==> config.mk <==
export PLATFORM = sky130hd
export DESIGN_NAME = msg_rom_streamer_flat
export DESIGN_NICKNAME = d
export VERILOG_FILES = /design/src/rtl/msg_rom_streamer_if.sv /design/src/rtl/msg_rom_streamer.sv /design/src/flat_wrapper.sv
export SDC_FILE = /design/constraint.sdc
export NUM_CORES = 1
export LEC_CHECK = 0
export BUFFER_PORTS_ARGS = -buffer_cell sky130_fd_sc_hd__buf_2
export CELL_PAD_IN_SITES_DETAIL_PLACEMENT = 1
export CELL_PAD_IN_SITES_GLOBAL_PLACEMENT = 2
export CORE_ASPECT_RATIO = 0.8
export CORE_UTILIZATION = 25
export DETAILED_ROUTE_END_ITERATION = 6
export GPL_TIMING_DRIVEN = 0
export PLACE_DENSITY_LB_ADDON = 0.1
export SLEW_MARGIN = 30
export SYNTH_ARGS = -nofsm -noshare
export SYNTH_HDL_FRONTEND = slang
export SYNTH_SLANG_ARGS = --single-unit
==> constraint.sdc <==
create_clock -name clk -period 1.85 [get_ports clk]
set_input_delay 0.37 -clock clk [delete_from_list [all_inputs] [get_ports clk]]
set_output_delay 0.37 -clock clk [all_outputs]
set_load 0.02 [all_outputs]
==> src/rtl/msg_rom_streamer_if.sv <==
// Valid/ready character stream between msg_rom_streamer (master) and a character sink (slave).
interface msg_rom_streamer_if;
    logic [7:0] out_data;
    logic       out_valid;
    logic       out_ready;

    modport master (
        output out_data,
        output out_valid,
        input  out_ready
    );

    modport slave (
        input  out_data,
        input  out_valid,
        output out_ready
    );
endinterface

==> src/rtl/msg_rom_streamer.sv <==
// Message ROM with a sequencer streaming one character per accepted beat, plus a random-access port.
// Optional NUL terminator beat after a non-looping stream is enabled by defining MSG_NUL_TERM_EN.
module msg_rom_streamer #(
    parameter int unsigned          MSG_LEN = 7,
    parameter int unsigned          ADDR_W  = 4,
    parameter logic [MSG_LEN*8-1:0] MSG     = "STUDENT",
    parameter bit                   LOOP    = 1'b0
) (
    input  logic              clk,
    input  logic              reset,
    input  logic              start,
    input  logic              abort,
    output logic              busy,
    output logic              done,
    input  logic [ADDR_W-1:0] rd_addr,
    output logic [7:0]        rd_data,
    msg_rom_streamer_if.master bus
);

`ifdef MSG_NUL_TERM_EN
    typedef enum logic [1:0] {StIdle, StStream, StTerm, StDone} state_e;
`else
    typedef enum logic [1:0] {StIdle, StStream, StDone} state_e;
`endif

    localparam logic [ADDR_W-1:0] LastIdx = ADDR_W'(MSG_LEN - 1);

    // Character 0 is the most significant byte; out-of-range addresses read as NUL.
    function automatic logic [7:0] char_at(input logic [ADDR_W-1:0] addr);
        logic [7:0] c;
        c = 8'h00;
        for (int unsigned i = 0; i < MSG_LEN; i++) begin
            if (addr == ADDR_W'(i)) begin
                c = MSG[(MSG_LEN - 1 - i) * 8 +: 8];
            end
        end
        return c;
    endfunction

    state_e            state_q, state_d;
    logic [ADDR_W-1:0] idx_q, idx_d;
    logic [7:0]        data_q, data_d;
    logic [ADDR_W-1:0] idx_inc;
    logic              accept;

    assign idx_inc = idx_q + ADDR_W'(1);
    assign accept  = bus.out_valid && bus.out_ready;
    assign rd_data = char_at(rd_addr);

    always_ff @(posedge clk) begin
        if (reset) begin
            state_q <= StIdle;
            idx_q   <= '0;
            data_q  <= 8'h00;
        end else begin
            state_q <= state_d;
            idx_q   <= idx_d;
            data_q  <= data_d;
        end
    end

    always_comb begin
        state_d = state_q;
        idx_d   = idx_q;
        data_d  = data_q;
        case (state_q)
            StIdle: begin
                if (start) begin
                    state_d = StStream;
                    idx_d   = '0;
                    data_d  = char_at('0);
                end
            end
            StStream: begin
                // Abort wins over both the wrap and the terminator entry.
                if (abort) begin
                    state_d = StDone;
                    data_d  = 8'h00;
                end else if (accept) begin
                    if (idx_q == LastIdx) begin
                        if (LOOP) begin
                            idx_d  = '0;
                            data_d = char_at('0);
                        end else begin
`ifdef MSG_NUL_TERM_EN
                            state_d = StTerm;
`else
                            state_d = StDone;
`endif
                            data_d  = 8'h00;
                        end
                    end else begin
                        idx_d  = idx_inc;
                        data_d = char_at(idx_inc);
                    end
                end
            end
`ifdef MSG_NUL_TERM_EN
            StTerm: begin
                if (abort || accept) begin
                    state_d = StDone;
                end
            end
`endif
            StDone: begin
                state_d = StIdle;
            end
            default: begin
                state_d = StIdle;
            end
        endcase
    end

    always_comb begin
        bus.out_valid = 1'b0;
        busy          = 1'b0;
        done          = 1'b0;
        case (state_q)
            StStream: begin
                bus.out_valid = 1'b1;
                busy          = 1'b1;
            end
`ifdef MSG_NUL_TERM_EN
            StTerm: begin
                bus.out_valid = 1'b1;
                busy          = 1'b1;
            end
`endif
            StDone: begin
                done = 1'b1;
            end
            default: begin
            end
        endcase
        bus.out_data = data_q;
    end

endmodule
==> src/flat_wrapper.sv <==
// flat-port wrapper written by rule: the top's interface ports become plain ports
module msg_rom_streamer_flat 
#(
    parameter int unsigned          MSG_LEN = 7,
    parameter int unsigned          ADDR_W  = 4,
    parameter logic [MSG_LEN*8-1:0] MSG     = "       ",
    parameter bit                   LOOP    = 1'b0
)
  (clk, reset, start, abort, busy, done, rd_addr, rd_data, bus_out_data, bus_out_valid, bus_out_ready);
  msg_rom_streamer_if bus_i ();
  input  logic clk;
  input  logic reset;
  input  logic start;
  input  logic abort;
  output logic busy;
  output logic done;
  input  logic [ADDR_W-1:0] rd_addr;
  output logic [7:0] rd_data;
  output wire logic [$bits(bus_i.out_data)-1:0] bus_out_data;
  output wire logic [$bits(bus_i.out_valid)-1:0] bus_out_valid;
  input wire logic [$bits(bus_i.out_ready)-1:0] bus_out_ready;
  assign bus_out_data = bus_i.out_data;
  assign bus_out_valid = bus_i.out_valid;
  assign bus_i.out_ready = bus_out_ready;
  msg_rom_streamer #(.MSG_LEN(MSG_LEN), .ADDR_W(ADDR_W), .MSG(MSG), .LOOP(LOOP)) u_core (.clk(clk), .reset(reset), .start(start), .abort(abort), .busy(busy), .done(done), .rd_addr(rd_addr), .rd_data(rd_data), .bus(bus_i));
endmodule
# [Word-level counts from Yosys, hierarchy flattened]
# Index checks and enable logic that the tools add are counted.
[totals] reg_bits=14 latchBits=0 ramBits=0 mem_bits_ro=0 out_inout_bits=19 mem_count=0
[op_classes] addsub=1 multipliers=0 div_mod_pow=0 n_lt_le_gt_ge=0 n_eq_ne=21 n_shift=0 n_mux=31 bitwise=0 n_reduce_logical=8
[ops] cell="two-way mux 6 bit" count=14
[ops] cell="two-way mux 8 bit" count=4
[ops] cell="== test 4 x 3 -> 1 bit (second input constant)" count=7
[ops] cell="== test 4 x 2 -> 1 bit (second input constant)" count=4
[ops] cell="two-way mux 4 bit" count=4
[ops] cell="case mux 8 bit (2 select lines)" count=1
[ops] cell="== test 4 x 1 -> 1 bit (second input constant)" count=2
[ops] cell="logical NOT 4 bit" count=2
[ops] cell="two-way mux 2 bit" count=4
[ops] cell="case mux 4 bit (2 select lines)" count=1
[ops] cell="inequality test 2 bit (second input constant)" count=3
[ops] cell="inequality test 3 x 2 -> 1 bit (second input constant)" count=2
[ops] cell="AND reduction 3 bit" count=2
[ops] cell="AND reduction 5 bit" count=1
[ops] cell="adder 4 x 1 -> 4 bit (second input constant)" count=1
[ops] cell="case mux 2 bit (2 select lines)" count=1
[ops] cell="== test 2 x 1 -> 1 bit (second input constant)" count=1
[ops] cell="== test 2 bit (second input constant)" count=1
[ops] cell="logical NOT 2 bit" count=1
[ops] cell="two-way mux 1 bit" count=2
[ops] cell="inequality test 2 x 1 -> 1 bit (second input constant)" count=1
[ops] cell="nonzero test 2 bit" count=1
[ops] cell="logical AND 1 bit" count=1

# [Depth between registers and ports, before layout]
[depth] word_depth=13 ltp_mapped=6 depth_no_buf=6

# [Least setup slack after synthesis]
# OpenSTA, ideal clock, no wires.
[synth_timing] kind="reg-to-reg" start="register u_core.idx_q[0]" end="register u_core.idx_q[3]" setup_time_ns=0.074 arrival_time_ns=1.580 path_slack_ns=0.196 path_stages_with_launch=7 path_buffers=0 period_less_slack_ns=1.654 path_cell_list="dfxtp_1 -> inv_1 -> ha_1 -> nand3b_4 -> nand3_4 -> or4_1 -> a31oi_1"
[synth_via] elab_chain_cells=5 elab_cells_between_ends=8 cone_classes="add/sub (1); eq/ne (2); mux (4); reduce/logical (1)"
[synth_lines] item="from (decl)" line_no="msg_rom_streamer.sv:41" text="logic [ADDR_W-1:0] idx_q, idx_d;"
[synth_lines] item="from (signal assigned)" line_no="msg_rom_streamer.sv:57" text="idx_q <= idx_d;"
[synth_lines] item="adder 4 x 1 -> 4 bit" line_no="msg_rom_streamer.sv:46" text="assign idx_inc = idx_q + ADDR_W'(1);"
[synth_lines] item="two-way mux 4 bit" line_no="msg_rom_streamer.sv:80" text="if (idx_q == LastIdx) begin"
[synth_lines] item="two-way mux 4 bit" line_no="msg_rom_streamer.sv:79" text="end else if (accept) begin"
[synth_lines] item="two-way mux 4 bit" line_no="msg_rom_streamer.sv:76" text="if (abort) begin"
[synth_lines] item="case mux 4 bit (2 select lines)" line_no="msg_rom_streamer.sv:66" text="case (state_q)"
# Parallel ways exist; a longest one is shown, timed or not. The select of a mux whose other input is x is not followed.
# A chain may end at the register's enable or synchronous reset.

# [Worst setup path in the final report]
[layout_timing] start="register u_core.idx_q[1]" end="register u_core.data_q[5], in the netlist u_core.bus.out_data[5]"
[layout_via] elab_chain_cells=13 elab_cells_between_ends=20 cone_classes="add/sub (1); eq/ne (7); mux (11); reduce/logical (1)"
[layout_lines] item="adder 4 x 1 -> 4 bit" line_no="msg_rom_streamer.sv:46"
[layout_lines] item="logical NOT 4 bit" line_no="msg_rom_streamer.sv:33" text="if (addr == ADDR_W'(i)) begin"
[layout_lines] item="two-way mux 6 bit (7 in a row)" line_no="msg_rom_streamer.sv:33"
[layout_lines] item="two-way mux 8 bit (*)" line_no="msg_rom_streamer.sv:80"
[layout_lines] item="two-way mux 8 bit (*)" line_no="msg_rom_streamer.sv:79"
[layout_lines] item="two-way mux 8 bit (*)" line_no="msg_rom_streamer.sv:76"
[layout_lines] item="case mux 8 bit (2 select lines) (*)" line_no="msg_rom_streamer.sv:66"
[layout_lines] item="to (signal assigned)" line_no="msg_rom_streamer.sv:58" text="data_q <= data_d;"
[layout_lines] item="to (decl)" line_no="msg_rom_streamer.sv:42" text="logic [7:0] data_q, data_d;"
# Mark *: on every way between the ends. The rest lies on a longest branch, timed or not. The select of a mux whose other input is x is not followed.

==> results.yml <==
clocking:
  tritoncts: "yes"
  clock_root_cell: "sky130_fd_sc_hd__clkbuf_4"
  cts_inserted_buffers: 3
  h-tree-depth: 1
  post_cts_hold_buffer_count: 0
  cts_sinks: 7
  post_cts_setup_buffers: 0
  clock_latency_ps: 250
  cts-root-to-sink-buffers: 2
  cts.reportedPaths.clkPinSlew_ps: 60
  post_cts.resized_instances: 1
detailed_routing:
  route.vias.total: 563
  viasPerCell: 3.993
  dr.pass1.iters: 2
  wire_per_inst_um: 10.18
  detail-route-antenna-nets: 0
  drt_iter0_markers: 3
  route.final.wire_length_um: 1436
  remaining_drc_errors: 0
floorplanning:
  fp-row-count: 16
  floorplan.io_pins: 28
  core_area_sq_um: 2462
  fp.dieArea_sq_um: 2807
  fp.dieW_um: 58.98
  initial_utilization_pct: 26.37
  die_h_um: 47.59
worst_setup_path:
  timing.critical_path.required_ps: 2020
  worst-path-buf-inv: 0
  timing.critical_path.fanout_max: 9
  critPathArrivalTime_ps: 1860
  kind_of_capture_point_of_the_worst_setup_path: "flip-flop"
  setup.worst_path.start_class: "flip-flop"
  critical_path.top_delay_family: "compound AO/OA/AOI/OAI gates"
  critical_path_top_delay_cell: "sky130_fd_sc_hd__dfxtp_1"
  timing.critical_path.cells: "ha_1 -> xnor2_1 -> a2111oi_0 -> a2111o_1 -> a311oi_2"
  setup.worst_path.class: "flip-flop to flip-flop"
  cpPeakStageDelay_ps: 490
finish:
  post_route_cells_drive_above_1_share_pct: 35.24
  nets: 121
  n_antenna_cell: 0
  finish.instance_area_sq_um: 840.8
  syn2layout_area_growth_pct: 29.48
placed_design:
  instance_area_after_placement_sq_um: 803.3
  detailed_place_hpwl_um: 1206
  dp_worst_setup_slack_ps: -11.20
  io_buffer_count: 12
  gp_routability_congestion: 0.7978
yosys:
  netlist_area_sq_um: 649.4
  synth-seq-cells: 7
  synth_cell_types: 31
  synth-warning-count: 0
  netlist_instances: 76
  asyncSetResetFlopFracSynth_pct: 0
  synth_seq_area_share_pct: 21.58
  post-synth-top-count-cell: "sky130_fd_sc_hd__buf_4"
  synth_flop_cell: "sky130_fd_sc_hd__dfxtp_1"
  synth.cells.most_frequent: "sky130_fd_sc_hd__buf_4 (15), sky130_fd_sc_hd__dfxtp_1 (7), sky130_fd_sc_hd__inv_1 (7)"
  syn_avg_cell_area_sq_um: 8.544
  yosysTopAreaCell: "sky130_fd_sc_hd__dfxtp_1"
  synth_enable_flop_cells: 0
  netlist.area_leader.share_pct: 21.58
  yosys-top-cells-area: "sky130_fd_sc_hd__dfxtp_1 (22%), sky130_fd_sc_hd__buf_4 (17%), sky130_fd_sc_hd__ha_1 (12%), sky130_fd_sc_hd__inv_1 (4.0%), sky130_fd_sc_hd__a31oi_1 (3.9%)"
timing:
  final_min_period_over_clock_period_pct: 91.76
  final-setup-viol-count: 0
  worst_clock_skew_on_the_final_layout_ps: 2.309
  post-route-worst-setup-slack_ps: 152.4
  report.final.slew_viol_count: 0
  grt_setup_unrepaired: "false"
  whs_ps: 458.9
  final_hold_viol_count: 0
  final.setup.tns_ps: 0
  timing.final.crit_period_ps: 1698
  fmax_ghz: 0.5891
power_and_ir_drop:
  p_per_area_nw_per_um2: 504.5
  ir_worst_vdd_uv: 283.8
  power.static_leakage_uw: 0.0004270
global_routing:
  grt_antenna_before_repair: 0
  grt-ovfl-total: 0
  global_route_wire_length_before_repair_um: 2352
  grt_max_degree: 10
  vias_in_the_first_global_route: 493
  grt.total_usage_pct: 11.71
hold_path:
  hold_class: "input port to flip-flop"
status:
  status: "completed"
job:
  max-cap-violations: 0
==> layer usage <==
metal  routed length [um]  GRT usage (%)  up-vias  part of all wire (%)
met3                   86          5.676        0                   6.0
met2                  631          18.18       13                    44
li1                     -              -      300                     -
met1                  718          15.73      250                    50
met4                    0              0        0                     0
met5                    0              0        -                     0
==> logic make-up after synthesis <==
kind of cell	after synthesis	synth area share [%]
adder cells (fa/ha/maj)	6	11.56
multiplexers	2	3.083
XOR/XNOR	1	1.349
AO/OA/AOI/OAI	15	17.73
AND/OR/NAND/NOR	20	20.43
flip-flops	7	21.58
buffers and inverters	24	23.70
other	1	0.5775
==> state kept, by name, summed over array words and instances (netlist names) <==
name                 count
u_core.state_q           2
u_core.idx_q             4
u_core.bus.out_data      1
==> where the power goes <==
part / internal (uW) / switching (uW)
clock network: 82.6 / 60.3
logic: 49.4 / 74.2
registers: 154 / 3.23
==> layout make-up <==
class	count	area (sq um)
clock buffer	4	26.28
buffer	17	127.6
timing repair buffer	12	60.06
tap	36	45.04
inverter	7	26.28
sequential	7	143.9
multi-input combinational	58	411.6
fill	317	1622
==> layout by cell type (no fill, tap or decap), types with 2 or more instances in the layout <==
cell type | netlist | routed
sky130_fd_sc_hd__dfxtp_1 | 7 | 6
sky130_fd_sc_hd__ha_1 | 6 | 6
sky130_fd_sc_hd__a21oi_1 | 2 | 2
sky130_fd_sc_hd__nor3_1 | 2 | 2
sky130_fd_sc_hd__clkbuf_4 | 0 | 3
sky130_fd_sc_hd__a31oi_1 | 4 | 4
sky130_fd_sc_hd__nand3_1 | 3 | 3
sky130_fd_sc_hd__inv_1 | 7 | 7
sky130_fd_sc_hd__conb_1 | 1 | 14
sky130_fd_sc_hd__mux2i_1 | 2 | 2
sky130_fd_sc_hd__nor2_1 | 5 | 5
sky130_fd_sc_hd__nand2_1 | 3 | 3
sky130_fd_sc_hd__buf_2 | 0 | 12
sky130_fd_sc_hd__buf_4 | 15 | 15
==> worst paths after layout <==
path                                                startpoint                                   to  slack [ps]  depth (start not counted)
worst max-delay path              u_core.idx_q[1]$_SDFFE_PP0P_  u_core.bus.out_data[5]$_SDFFE_PP0P_         150                          5
worst min-delay path                                     abort       u_core.state_q[1]$_SDFFE_PP0P_         460                          3
worst max register to register    u_core.idx_q[1]$_SDFFE_PP0P_  u_core.bus.out_data[5]$_SDFFE_PP0P_         150                          5
worst min register to register  u_core.state_q[1]$_SDFFE_PP0P_       u_core.state_q[0]$_SDFFE_PP0P_         500                          1
==> worst reg2reg max path: cells and delay by family (launching register included) <==
kind                     cells  cell delay, ps
adder cells (fa/ha/maj)      1             270
AO/OA/AOI/OAI                3             720
flip-flops                   1             490
XOR/XNOR                     1             130
==> per-stage QoR <==
| step | utilization (%) | instances | power [uW] |
|---|---|---|---|
| 4_1_cts | 33.74 | 141 | 430.9 |
| 3_3_place_gp | 32.62 | 137 | 283.4 |
| 3_5_place_dp | 32.62 | 137 | 283.1 |
| 5_1_grt | 34.15 | 141 | 456.2 |
| 2_1_floorplan | - | 89 | 257.3 |
| 6_report | 34.15 | 141 | 424.2 |
Note: power is estimated with default switching activity, not from simulation.
